`src/rtl/fetch_pkg.sv`:
```
// Shared definitions for the instruction-fetch prefetch unit: default widths,
// the decode bubble encoding and the prefetch queue entry layout.
package fetch_pkg;

  localparam int          XLEN_DEFAULT     = 32;
  localparam logic [31:0] RESET_PC_DEFAULT = 32'h0000_0000;
  localparam logic [31:0] BUBBLE_INSTR     = 32'h0000_0000;

  // Queue entries are XLEN_DEFAULT wide, so the fetch unit is built for XLEN = 32
  typedef struct packed {
    logic [XLEN_DEFAULT-1:0] pc;
    logic [XLEN_DEFAULT-1:0] instr;
  } fetch_entry_t;

endpackage

```
`src/rtl/fetch_fifo.sv`:
```
// Prefetch queue: power-of-two circular buffer with wrap-around pointers,
// occupancy count and a flush that empties it in one cycle.
module fetch_fifo
  import fetch_pkg::*;
#(
  parameter int DEPTH = 4,
  localparam int CW = $clog2(DEPTH + 1),
  localparam int PW = $clog2(DEPTH)
) (
  input  logic         clk,
  input  logic         rst_n,
  input  logic         flush,
  input  logic         push,
  input  fetch_entry_t push_data,
  input  logic         pop,
  output fetch_entry_t head,
  output logic [CW-1:0] count,
  output logic         empty
);

  localparam logic [PW-1:0] PTR_ONE  = PW'(1);
  localparam logic [PW-1:0] PTR_ZERO = PW'(0);
  localparam logic [CW-1:0] CNT_ONE  = CW'(1);
  localparam logic [CW-1:0] CNT_ZERO = CW'(0);
  localparam logic [CW-1:0] CNT_FULL = CW'(DEPTH);

  fetch_entry_t  mem [DEPTH];
  logic [PW-1:0] wr_ptr;
  logic [PW-1:0] rd_ptr;
  logic          full;
  logic          do_push;
  logic          do_pop;

  assign empty   = (count == CNT_ZERO);
  assign full    = (count == CNT_FULL);
  assign do_pop  = pop && !empty;
  assign do_push = push && !full;
  assign head    = mem[rd_ptr];

  // Storage array, written on push only
  always_ff @(posedge clk) begin
    if (do_push) begin
      mem[wr_ptr] <= push_data;
    end
  end

  // Pointer and occupancy bookkeeping
  always_ff @(posedge clk or negedge rst_n) begin
    if (!rst_n) begin
      wr_ptr <= PTR_ZERO;
      rd_ptr <= PTR_ZERO;
      count  <= CNT_ZERO;
    end else if (flush) begin
      wr_ptr <= PTR_ZERO;
      rd_ptr <= PTR_ZERO;
      count  <= CNT_ZERO;
    end else begin
      if (do_push) wr_ptr <= wr_ptr + PTR_ONE;
      if (do_pop)  rd_ptr <= rd_ptr + PTR_ONE;
      case ({do_push, do_pop})
        2'b10:   count <= count + CNT_ONE;
        2'b01:   count <= count - CNT_ONE;
        default: count <= count;
      endcase
    end
  end

  fetch_fifo_checker u_chk (
    .clk   (clk),
    .rst_n (rst_n),
    .flush (flush),
    .push  (push),
    .full  (full)
  );

endmodule

```
`src/rtl/fetch_fifo_checker.sv`:
```
// Protocol checks for the prefetch queue; holds no synthesizable state.
module fetch_fifo_checker (
  input logic clk,
  input logic rst_n,
  input logic flush,
  input logic push,
  input logic full
);

  // The credit scheme must never let a response arrive into a full queue
  a_no_push_on_full: assert property (@(posedge clk) disable iff (!rst_n)
    !(push && full && !flush));

endmodule

```
`src/rtl/fetch_prefetch.sv`:
```
// Instruction fetch with a credit-limited prefetch queue, in-order response
// tagging, stale-response dropping after redirects, and the decode register.
module fetch_prefetch
  import fetch_pkg::*;
#(
  parameter int              XLEN     = XLEN_DEFAULT,
  parameter int              DEPTH    = 4,
  parameter logic [XLEN-1:0] RESET_PC = RESET_PC_DEFAULT
) (
  input  logic            clk,
  input  logic            rst_n,
  input  logic            pcselE,
  input  logic [XLEN-1:0] pcTargetE,
  input  logic            stallF,
  input  logic            stallD,
  input  logic            flushD,
  output logic            imem_req_valid,
  input  logic            imem_req_ready,
  output logic [XLEN-1:0] imem_req_addr,
  input  logic            imem_rsp_valid,
  input  logic [XLEN-1:0] imem_rsp_data,
  output logic [XLEN-1:0] pcF,
  output logic [XLEN-1:0] instrD,
  output logic [XLEN-1:0] pcD,
  output logic [XLEN-1:0] pc4D,
  output logic            validD
);

  localparam int              CW        = $clog2(DEPTH + 1);
  localparam logic [CW-1:0]   CNT_ONE   = CW'(1);
  localparam logic [CW-1:0]   CNT_ZERO  = CW'(0);
  localparam logic [CW:0]     CREDIT    = (CW + 1)'(DEPTH);
  localparam logic [XLEN-1:0] PC_STEP   = XLEN'(4);
  localparam logic [XLEN-1:0] PC_ZERO   = {XLEN{1'b0}};
  localparam logic [XLEN-1:0] BUBBLE    = XLEN'(BUBBLE_INSTR);

  logic [XLEN-1:0] rsp_pc;
  logic [CW-1:0]   outstanding;
  logic [CW-1:0]   drop_cnt;
  logic [CW-1:0]   outstanding_nxt;
  logic [CW-1:0]   drop_cnt_nxt;
  logic [CW:0]     in_flight;
  logic [XLEN-1:0] target_aligned;
  logic            accept;
  logic            push;
  logic            pop;
  logic [CW-1:0]   fifo_count;
  logic            fifo_empty;
  fetch_entry_t    push_entry;
  fetch_entry_t    head_entry;

  logic [XLEN-1:0] instr_nxt;
  logic [XLEN-1:0] pc_nxt;
  logic [XLEN-1:0] pc4_nxt;
  logic            valid_nxt;

  assign in_flight      = {1'b0, fifo_count} + {1'b0, outstanding};
  assign imem_req_valid = rst_n && !stallF && !pcselE && (in_flight < CREDIT);
  assign imem_req_addr  = pcF;
  assign accept         = imem_req_valid && imem_req_ready;
  assign target_aligned = {pcTargetE[XLEN-1:2], 2'b00};

  assign push       = imem_rsp_valid && (drop_cnt == CNT_ZERO) && !pcselE;
  assign pop        = !pcselE && !flushD && !stallD && !fifo_empty;
  assign push_entry = '{pc: rsp_pc, instr: imem_rsp_data};

  // Request/response credit and stale-response accounting
  always_comb begin
    outstanding_nxt = outstanding;
    drop_cnt_nxt    = drop_cnt;
    if (accept && !imem_rsp_valid) begin
      outstanding_nxt = outstanding + CNT_ONE;
    end else if (!accept && imem_rsp_valid) begin
      outstanding_nxt = outstanding - CNT_ONE;
    end else begin
      outstanding_nxt = outstanding;
    end
    // Everything still in flight at a redirect belongs to the old path
    if (pcselE) begin
      drop_cnt_nxt = outstanding - (imem_rsp_valid ? CNT_ONE : CNT_ZERO);
    end else if (imem_rsp_valid && (drop_cnt != CNT_ZERO)) begin
      drop_cnt_nxt = drop_cnt - CNT_ONE;
    end else begin
      drop_cnt_nxt = drop_cnt;
    end
  end

  // Fetch-side state: request PC, response tag PC and counters
  always_ff @(posedge clk or negedge rst_n) begin
    if (!rst_n) begin
      pcF         <= RESET_PC;
      rsp_pc      <= RESET_PC;
      outstanding <= CNT_ZERO;
      drop_cnt    <= CNT_ZERO;
    end else begin
      outstanding <= outstanding_nxt;
      drop_cnt    <= drop_cnt_nxt;
      if (pcselE) begin
        pcF    <= target_aligned;
        rsp_pc <= target_aligned;
      end else begin
        if (accept) pcF    <= pcF + PC_STEP;
        if (push)   rsp_pc <= rsp_pc + PC_STEP;
      end
    end
  end

  // Decode register next state: redirect/flush bubble, stall hold, pop, or bubble
  always_comb begin
    instr_nxt = instrD;
    pc_nxt    = pcD;
    pc4_nxt   = pc4D;
    valid_nxt = validD;
    if (pcselE || (flushD && !stallD)) begin
      instr_nxt = BUBBLE;
      pc_nxt    = PC_ZERO;
      pc4_nxt   = PC_ZERO;
      valid_nxt = 1'b0;
    end else if (stallD) begin
      instr_nxt = instrD;
      pc_nxt    = pcD;
      pc4_nxt   = pc4D;
      valid_nxt = validD;
    end else if (!fifo_empty) begin
      instr_nxt = head_entry.instr;
      pc_nxt    = head_entry.pc;
      pc4_nxt   = head_entry.pc + PC_STEP;
      valid_nxt = 1'b1;
    end else begin
      instr_nxt = BUBBLE;
      pc_nxt    = PC_ZERO;
      pc4_nxt   = PC_ZERO;
      valid_nxt = 1'b0;
    end
  end

  // Decode register
  always_ff @(posedge clk or negedge rst_n) begin
    if (!rst_n) begin
      instrD <= BUBBLE;
      pcD    <= PC_ZERO;
      pc4D   <= PC_ZERO;
      validD <= 1'b0;
    end else begin
      instrD <= instr_nxt;
      pcD    <= pc_nxt;
      pc4D   <= pc4_nxt;
      validD <= valid_nxt;
    end
  end

  fetch_fifo #(.DEPTH(DEPTH)) u_fifo (
    .clk       (clk),
    .rst_n     (rst_n),
    .flush     (pcselE),
    .push      (push),
    .push_data (push_entry),
    .pop       (pop),
    .head      (head_entry),
    .count     (fifo_count),
    .empty     (fifo_empty)
  );

endmodule

```
`config.mk`:
```
export PLATFORM = sky130hd
export DESIGN_NAME = fetch_prefetch
export DESIGN_NICKNAME = d
export VERILOG_FILES = /design/src/rtl/fetch_pkg.sv /design/src/rtl/fetch_fifo.sv /design/src/rtl/fetch_fifo_checker.sv /design/src/rtl/fetch_prefetch.sv
export SDC_FILE = /design/constraint.sdc
export NUM_CORES = 1
export LEC_CHECK = 0
export BUFFER_PORTS_ARGS = -buffer_cell sky130_fd_sc_hd__buf_2
export CAP_MARGIN = 20
export CORE_ASPECT_RATIO = 1.1
export CORE_MARGIN = 5
export CORE_UTILIZATION = 60
export CTS_BUF_LIST = sky130_fd_sc_hd__clkbuf_2 sky130_fd_sc_hd__clkbuf_4 sky130_fd_sc_hd__clkbuf_8
export CTS_CLUSTER_SIZE = 28
export DETAILED_ROUTE_END_ITERATION = 7
export HOLD_SLACK_MARGIN = 0.1
export PLACE_DENSITY = 0.83
export SYNTH_ARGS = -nofsm -noshare
export SYNTH_HDL_FRONTEND = slang
export SYNTH_SLANG_ARGS = --single-unit
export TNS_END_PERCENT = 1
```
`constraint.sdc`:
```
create_clock -name clk -period 4.1 [get_ports clk]
set_input_delay 0.41 -clock clk [delete_from_list [all_inputs] [get_ports clk]]
set_output_delay 0.41 -clock clk [all_outputs]
set_load 0.05 [all_outputs]
```
==> impl_metrics.yaml, run 1 <==
drt:
  first_pass_iters: 5
  vias: 11270
  wl_per_cell_um: 21.23
  via_per_inst: 6.012
  drtIter0Drc: 1193
  drtAntennaViolNets: 0
  drc: 0
  wirelength_um: 39790
global_route:
  antenna_found_initial: 3
  grt.total_usage_pct: 24.83
  grt_pass1_wl_um: 63550
  grt_start_max_net_pins: 74
  grt.overflow.total: 0
  grt_pass1_vias: 11670
sta:
  maxSlewViolCount: 0
  rsz0062_at_grt: "no"
  min_period_over_period_pct: 74.98
  slew_headroom_pct: 37.89
  tns_ns: 0
  fmax_mhz: 325.3
  post-route-min-period_ns: 3.074
  tightestPinTransition_ns: 0.9317
  setup_viol_count_final: 0
  finClkSkew_ns: 0.04495
  final-hold-violation-count: 0
  fin_ws_ns: 1.026
synthesis:
  synth-seq-area-share_pct: 66.80
  syn_inst: 1176
  synth_ff_type: "edfxtp_1"
  yosys_register_bits: 415
  synth-compound-area-share_pct: 6.534
  ys_async_sr_fraction_pct: 40.24
  ys_warn_count: 0
  synth-adder-area-share_pct: 1.236
  synth_top_family_by_area: "simple AND/OR/NAND/NOR gates"
  synth_simple_gate_area_share_pct: 9.625
  syn_area_per_cell_um2: 14.80
  synth_edf_count: 248
  synthMuxAreaShare_pct: 9.381
  synth_xor_area_share_pct: 2.868
  synth_area_um2: 17410
  yosysUniqueCellTypes: 56
pwr:
  p_leak_nw: 8.333
  power.total_mw: 9.951
  powerDensity_nw_per_um2: 481.8
  ir_drop_v: 0.0003184
floorplanning:
  die_h_um: 188.6
  die_w_um: 172.4
  coreArea_um2: 28630
  ios: 234
  start_util_pct: 60.80
  placementRows: 65
  die_area_um2: 32520
placed_design:
  place_hpwl_um: 24560
  pre_cts_slack_ns: 0.9243
  portBuffers: 227
  routabilityCongestion: 0.8801
setup_path:
  arrival_ns: 3.59
  crit_fanout: 45
  criticalPathCategory: "reg -> reg"
  ff2ff_setup_slack_ns: 1.03
  crit_required_ns: 4.61
  critPathLaunchType: "flip-flop"
  endpoint_kind: "flip-flop"
clock_network:
  clockBufferDepth: 3
  clk_latency_ns: 0.61
  clock-sinks: 415
  root_buffer: "clkbuf_8"
  clk_pin_slew_worst_paths_ns: 0.07
  cts_tree: "yes"
  numCtsBuffers: 60
  ctsHtreeMaxLevel: 2
finish:
  final_layout_size_suffix_gt1_share_pct: 30.07
  fin_nets: 1539
  synthToLayoutAreaGrowth_pct: 18.68
  mostFrequentLayoutCells: "edfxtp_1, buf_2, dfrtp_1"
  layout_commonest_cell: "edfxtp_1"
run_status:
  outcome: "finished clean"
run:
  maxCapViolCount: 0
worst_hold_path:
  hold_class: "in -> reg"
-- cell type report --
class,instances,area (µm²)
Clock buffer,102,1216
Fill cell,1774,7971
Clock inverter,12,100.1
Tap cell,368,460.4
Timing Repair Buffer,308,1974
Multi-Input combinational cell,647,5195
Sequential cell,415,11630
Inverter,19,71.32
Antenna cell,3,7.507
-- final timing paths --
kind                       cells after the start                    startpoint                           end
min                                            3                 pcTargetE[31]        rsp_pc[31]$_DFFE_PN0N_
max                                            6  u_fifo.rd_ptr[0]$_DFFE_PN0P_          pc4D[25]$_DFFE_PN0P_
min reg2reg                                    2           pcD[16]$_DFFE_PN0P_           pcD[16]$_DFFE_PN0P_
max in group asynchronous                      3                         rst_n  u_fifo.rd_ptr[0]$_DFFE_PN0P_
min in group asynchronous                      2                         rst_n           pcD[10]$_DFFE_PN0P_
max reg2reg                                    6  u_fifo.rd_ptr[0]$_DFFE_PN0P_          pc4D[25]$_DFFE_PN0P_
-- cell usage after synthesis (all sizes together) (3+ instances only) --
cell type,count,area (µm²)
a21oi,10,50.05
a22o,53,464.2
a31o,3,26.28
a31oi,7,43.79
and2,14,87.58
and3,23,143.9
and4,3,26.28
buf,52,371.6
clkbuf,46,172.7
dfrtp,167,4179
edfxtp,248,7447
ha,14,175.2
inv,19,71.32
mux2,17,191.4
mux2i,3,30.03
mux4,62,1411
nand2,119,446.7
nand3,43,215.2
nand3b,3,22.52
nand4,28,196.4
nand4b,3,26.28
nor2,32,120.1
nor2b,4,25.02
nor3,15,75.07
nor4,17,118.9
o211ai,16,120.1
o21ai,54,270.3
o311ai,9,78.83
or3,5,31.28
or4,7,52.55
or4b,4,40.04
xnor2,28,245.2
xor2,29,254.0
-- power by group --
part | switching (mW) | internal [mW]
clock | 1.53 | 1.94
sequential | 0.236 | 4.69
combinational | 1.03 | 0.528
-- per-layer routing --
layer	GRT usage, %	wire length (µm)	part of all wire (%)	up-vias
met5	0	13	0.033	-
met4	8.285	981	2.5	2
met3	4.280	3112	7.8	87
met2	40.37	19880	50	550
met1	34.45	15800	40	5612
li1	-	-	-	5016
-- sequential cells by signal, indices dropped and copies added (netlist names) --
name           cells
u_fifo.wr_ptr      2
instrD            32
u_fifo.mem       248
rsp_pc            30
pc4D              30
pcD               31
validD             1
outstanding        3
imem_req_addr     30
u_fifo.count       3
drop_cnt           3
u_fifo.rd_ptr      2
-- kinds of logic (layout without fill, tap and decap cells) --
family          count (synthesis)  in the layout
fa+ha+maj                      16             16
compound gates                162            162
mux                            82             82
buf+inv                       117            441
flops                         415            415
simple gates                  326            326
xor+xnor                       57             57
other cells                     1              7
-- worst max-delay path, stage by stage (launching register included) --
cell and delay, ns:
dfrtp_4 0.68, buf_4 0.78, mux4_2 0.44, and3_1 0.28, nand2_1 0.19, or4b_1 0.51, o211ai_1 0.11
-- what timing repair did --
| action | CTS | global route |
|---|---|---|
| setup buffers | 0 | 0 |
| gates resized for setup | 0 | 0 |
| endpoints found under the hold margin | 227 | 0 |
| hold buffers | 60 | 0 |
-- stage by stage --
step | cells | area [µm²] | hold WS (ns) | utilization, %
2_1_floorplan | 1179 | 17420 | 0.1144 | -
3_5_place_dp | 1697 | 18730 | 0.3909 | 65.43
5_1_grt | 1873 | 20650 | 0.1313 | 72.15
4_1_cts | 1871 | 20650 | 0.1020 | 72.13
6_report | 1874 | 20660 | 0.1456 | 72.15
3_3_place_gp | 1695 | 18690 | 0.3851 | 65.30
Power figures use the tool's default switching activity.
==> run 2, diff against run 1 <==
- CORE_UTILIZATION: 60 -> 54
- PLACE_DENSITY: 0.83 -> 0.78
- clock period: 4.1 -> 2.8 ns (I/O delays scaled with it)
==> run 2 against run 1 <==
Die area increased by 10%. Via count is 0.84% lower. Sequential share of layout area is 1.1 points lower. Register-to-register slack got worse by 0.90 ns. Combinational power is 53% higher. Critical path type unchanged. Critical endpoint unchanged.
==> impl_metrics.yaml, run 2 (synthesis results as in run 1) <==
floorplanning:
  die_w_um: 181.2
  coreArea_um2: 32120
  placementRows: 69
  start_util_pct: 54.20
  ios: 234
  die_h_um: 198.3
  die_area_um2: 35930
placed_design:
  portBuffers: 227
  place_area_um2: 19120
  routabilityCongestion: 0.8576
  pre_cts_slack_ns: 0.06659
  place_inst: 1788
  place_hpwl_um: 25480
sta:
  min_period_over_period_pct: 95.48
  rsz0062_at_grt: "no"
  fin_ws_ns: 0.1266
  maxSlewViolCount: 0
  final-hold-violation-count: 0
  slew_headroom_pct: 36.96
  finClkSkew_ns: 0.02298
  tightestPinTransition_ns: 0.9456
  setup_viol_count_final: 0
  tns_ns: 0
  fmax_mhz: 374.1
  post-route-min-period_ns: 2.673
finish:
  regMostFlops: "u_fifo.mem"
  final_layout_size_suffix_gt1_share_pct: 31.15
  top_regs: "u_fifo.mem x248, instrD x32, pcD x31"
  fin_nets: 1578
  instances_no_fill: 1967
  mostFrequentLayoutCells: "edfxtp_1, buf_2, dfrtp_1"
  synthToLayoutAreaGrowth_pct: 20.97
  fin_area_um2: 21060
  largest_reg_flops: 248
  layout_commonest_cell: "edfxtp_1"
  antenna-diode-count: 0
worst_hold_path:
  min_to: "pcD[30]$_DFFE_PN0P_"
  min_from: "stallD"
  hold_class: "in -> reg"
  min_path_cells: 4
drt:
  wirelength_um: 39580
  vias: 11170
  wl_per_cell_um: 20.12
  drc: 0
  via_per_inst: 5.680
  drtIter0Drc: 910
  first_pass_iters: 6
  drtAntennaViolNets: 0
clock_network:
  root_buffer: "clkbuf_8"
  cts_resized: 0
  cts_tree: "yes"
  ctsHtreeMaxLevel: 2
  clk_latency_ns: 0.61
  numCtsBuffers: 60
  clock-sinks: 415
  clockBufferDepth: 3
  clk_pin_slew_worst_paths_ns: 0.06
setup_path:
  crit_fanout: 16
  r2r_end: "pc4D[25]$_DFFE_PN0P_"
  worstRegToRegCells: 7
  ff2ff_setup_slack_ns: 0.13
  critPathLaunchType: "flip-flop"
  criticalPathCategory: "reg -> reg"
  arrival_ns: 3.18
  reg2reg_from: "u_fifo.rd_ptr[0]$_DFFE_PN0P_"
  endpoint_kind: "flip-flop"
  crit_required_ns: 3.31
global_route:
  grt_pass1_wl_um: 62640
  grt.overflow.total: 0
  grt.total_usage_pct: 21.86
  antenna_found_initial: 1
  grt_start_max_net_pins: 69
  grt_pass1_vias: 11260
pwr:
  powerDensity_nw_per_um2: 687.7
  p_leak_nw: 8.508
  power.total_mw: 14.48
  ir_drop_v: 0.0004321
run:
  maxCapViolCount: 0
run_status:
  outcome: "finished clean"
-- run 2: cell types whose count changed in the layout (fill, tap and decap cells not counted), sizes merged --
| cell | delta |
|---|---|
| buf | +35 |
| clkinv | +8 |
| clkbuf | -7 |
| dlygate4sd3 | +4 |
| diode | -3 |
| inv | -2 |
-- run 2: area by class of cell --
| class | count | area, µm² |
|---|---|---|
| Clock buffer | 95 | 1157 |
| Clock inverter | 18 | 110.1 |
| Fill cell | 2249 | 11060 |
| Inverter | 19 | 71.32 |
| Multi-Input combinational cell | 647 | 5195 |
| Sequential cell | 415 | 11630 |
| Tap cell | 426 | 533.0 |
| Timing Repair Buffer | 347 | 2357 |
-- run 2: worst max path at each step --
stage,from,end,slack (ns),cells after the start
2_1_floorplan,drop_cnt[0]$_DFFE_PN0P_,u_fifo.mem[0][0]$_DFFE_PP_,-0.09,6
3_3_place_gp,u_fifo.rd_ptr[0]$_DFFE_PN0P_,pc4D[25]$_DFFE_PN0P_,0.12,6
3_5_place_dp,u_fifo.rd_ptr[0]$_DFFE_PN0P_,pc4D[25]$_DFFE_PN0P_,0.07,6
4_1_cts,u_fifo.rd_ptr[0]$_DFFE_PN0P_,pc4D[25]$_DFFE_PN0P_,0.05,6
5_1_grt,u_fifo.rd_ptr[0]$_DFFE_PN0P_,pc4D[29]$_DFFE_PN0P_,0.06,7
6_report,u_fifo.rd_ptr[0]$_DFFE_PN0P_,pc4D[25]$_DFFE_PN0P_,0.13,7
-- run 2: repair_timing --
action | CTS | global route
setup endpoints to repair | 0 | 2
buffers inserted | 0 | 2
hold endpoints to repair | 246 | 0
hold buffers | 64 | 0
-- run 2: stage by stage --
stage / hold WS (ns) / util [%]
2_1_floorplan: -0.01559 / -
3_3_place_gp: 0.3611 / 59.50
3_5_place_dp: 0.3638 / 59.52
4_1_cts: 0.1637 / 65.46
5_1_grt: 0.1846 / 65.56
6_report: 0.2184 / 65.56
-- run 2: layer usage --
metal  share of wire [%]  wire [µm]  vias to the layer above  track usage, %
met1                  42      16630                     5590           30.49
met3                 6.6       2629                       63           4.538
met5                   0          0                        -               0
met2                  49      19460                      433           35.41
met4                 2.2        867                        0           6.505
li1                    -          -                     5086               -
-- run 2: critical path: stages (launching register included) --
cell and delay, ns:
dfrtp_4 0.50, buf_12 0.16, mux4_1 0.39, nand4_2 0.16
or4_1 0.54, buf_4 0.21, or4b_1 0.50, o211ai_1 0.11
-- run 2: power by group --
group / switching, mW / leakage [nW] / internal, mW
combinational: 1.54 / 3.39 / 0.850
clock: 2.20 / 0.686 / 2.71
sequential: 0.320 / 4.43 / 6.86
total: 4.05 / 8.51 / 10.4
==> run 3, diff against run 2 <==
- BUFFER_PORTS_ARGS: -buffer_cell sky130_fd_sc_hd__buf_2 -> -buffer_cell sky130_fd_sc_hd__buf_4
- GPL_ROUTABILITY_DRIVEN: unset -> 0
==> run 3 against run 2 <==
Wire length shrank 0.19%. Via count rose by 0.21%. Register-to-register slack better by 0.02 ns. First-iteration DRC count shrank 14%. Die area is the same.
==> impl_metrics.yaml, run 3 (synthesis results as in run 1) <==
setup_path:
  crit_chain: "mux4_2, nand4_2, or4_1, buf_6, or4b_1, o211ai_1"
  crit_family: "simple AND/OR/NAND/NOR gates"
  crit_fanout: 19
  crit_required_ns: 3.30
  endpoint_kind: "flip-flop"
  cp.depth: 6
  worstRegToRegCells: 6
  worst_path_largest_cell_delay_ns: 0.63
  critPathLaunchType: "flip-flop"
  path_buf_inv: 1
  arrival_ns: 3.16
  criticalPathCategory: "reg -> reg"
  slowest_stage: "dfrtp_4"
finish:
  fin_nets: 1584
  fin_area_um2: 21740
  layout_commonest_cell: "buf_4"
  largest_reg_flops: 248
  regMostFlops: "u_fifo.mem"
  instances_no_fill: 1977
  synthToLayoutAreaGrowth_pct: 24.90
  final_layout_size_suffix_gt1_share_pct: 31.53
  fillerInstances: 2190
  regArea_um2: 11630
  multi_input_area_um2: 5195
  antenna-diode-count: 0
  mostFrequentLayoutCells: "buf_4, edfxtp_1, dfrtp_1"
  top_regs: "u_fifo.mem x248, instrD x32, pcD x31"
clock_network:
  clockBufferDepth: 3
  cts_tree: "yes"
  cts_setup_buffers: 0
  clk_pin_slew_worst_paths_ns: 0.06
  root_buffer: "clkbuf_8"
  ctsHtreeMaxLevel: 3
  numCtsBuffers: 67
  clock-sinks: 415
  clk_latency_ns: 0.59
floorplanning:
  placementRows: 69
  ios: 234
  coreArea_um2: 32120
  die_h_um: 198.3
  start_util_pct: 54.20
  die_area_um2: 35930
  die_w_um: 181.2
pwr:
  power.total_mw: 15.01
  ir_drop_v: 0.0003809
  p_leak_nw: 8.647
  power_frac_seq_pct: 48.0
  pwr-share-clk_pct: 35.4
  net-switching-power_mw: 4.193
  p_int_mw: 10.82
  power_switching_share_pct: 27.93
  pwr-share-comb_pct: 16.6
  powerDensity_nw_per_um2: 690.5
sta:
  maxSlewViolCount: 0
  fin_ws_ns: 0.1418
  finClkSkew_ns: 0.02086
  setup_viol_count_final: 0
  min_period_over_period_pct: 94.94
  post-route-min-period_ns: 2.658
  final-hold-violation-count: 0
  fmax_mhz: 376.2
  tns_ns: 0
  slew_headroom_pct: 39.60
  tightestPinTransition_ns: 0.9049
placed_design:
  place_inst: 1788
  place_hpwl_um: 25190
  portBuffers: 227
  place_area_um2: 19690
  pre_cts_slack_ns: 0.08727
drt:
  first_pass_iters: 5
  drtIter0Drc: 780
  drc: 0
  via_per_inst: 5.663
  wl_per_cell_um: 19.98
  drtAntennaViolNets: 0
  wirelength_um: 39510
  vias: 11200
global_route:
  grt_start_max_net_pins: 95
  antenna_found_initial: 0
  grt_pass1_vias: 11590
  grt.overflow.total: 0
  grt_pass1_wl_um: 63490
  grt.total_usage_pct: 22.20
run_status:
  outcome: "finished clean"
run:
  maxCapViolCount: 0
worst_hold_path:
  min_path_cells: 4
  hold_class: "in -> reg"
run 3: routing by layer:
metal	global-route usage, %	wire length [µm]	vias to the layer above
li1	-	-	5112
met1	31.46	16780	5570
met2	35.77	19380	455
met3	4.244	2585	58
met4	6.505	767	0
met5	0	0	-
run 3: worst reg2reg max path: stages, from the launching register on:
cell and delay (ns):
dfrtp_4 0.63, mux4_2 0.46, nand4_2 0.16, or4_1 0.55, buf_6 0.17, or4b_1 0.50, o211ai_1 0.11
run 3: repair_timing:
action / 4_1_cts / 5_1_grt
gates resized for setup: 0 / 3
hold buffers: 65 / 0
endpoints found under the setup margin: 0 / 29
hold endpoints to repair: 222 / 0
run 3: layout make-up:
class / instances / share of cell area (%)
Inverter: 19 / 0.3281
Sequential cell: 415 / 53.50
Multi-Input combinational cell: 647 / 23.90
Timing Repair Buffer: 346 / 13.42
Clock buffer: 100 / 5.583
Clock inverter: 24 / 0.8230
Tap cell: 426 / 2.452
run 3: power groups by stage:
stage                     Clock [mW]  Combinational [mW]  Sequential, mW
after global placement             0                2.37            7.30
after CTS                       5.42                2.50            7.21
final                           5.31                2.49            7.21
after floorplan                    0                1.28            7.65
after detailed placement           0                2.42            7.33
after global routing            5.75                2.68            7.26
run 3: through the flow:
step           hold slack [ns]  utilization, %
3_3_place_gp            0.4434           61.26
4_1_cts                 0.2062           67.66
2_1_floorplan         -0.01559               -
3_5_place_dp            0.4396           61.29
5_1_grt                 0.2323           67.69
6_report                0.2444           67.69
run 3: path summary, 6_finish.rpt:
kind,to,start,slack (ns)
setup / recovery,pc4D[29]$_DFFE_PN0P_,u_fifo.rd_ptr[0]$_DFFE_PN0P_,0.14
hold / removal,pc4D[28]$_DFFE_PN0P_,stallD,0.24
setup reg to reg,pc4D[29]$_DFFE_PN0P_,u_fifo.rd_ptr[0]$_DFFE_PN0P_,0.14
hold reg to reg,pcD[28]$_DFFE_PN0P_,pcD[28]$_DFFE_PN0P_,0.48
max in group asynchronous,pcD[15]$_DFFE_PN0P_,rst_n,1.45
min in group asynchronous,rsp_pc[18]$_DFFE_PN0N_,rst_n,0.40
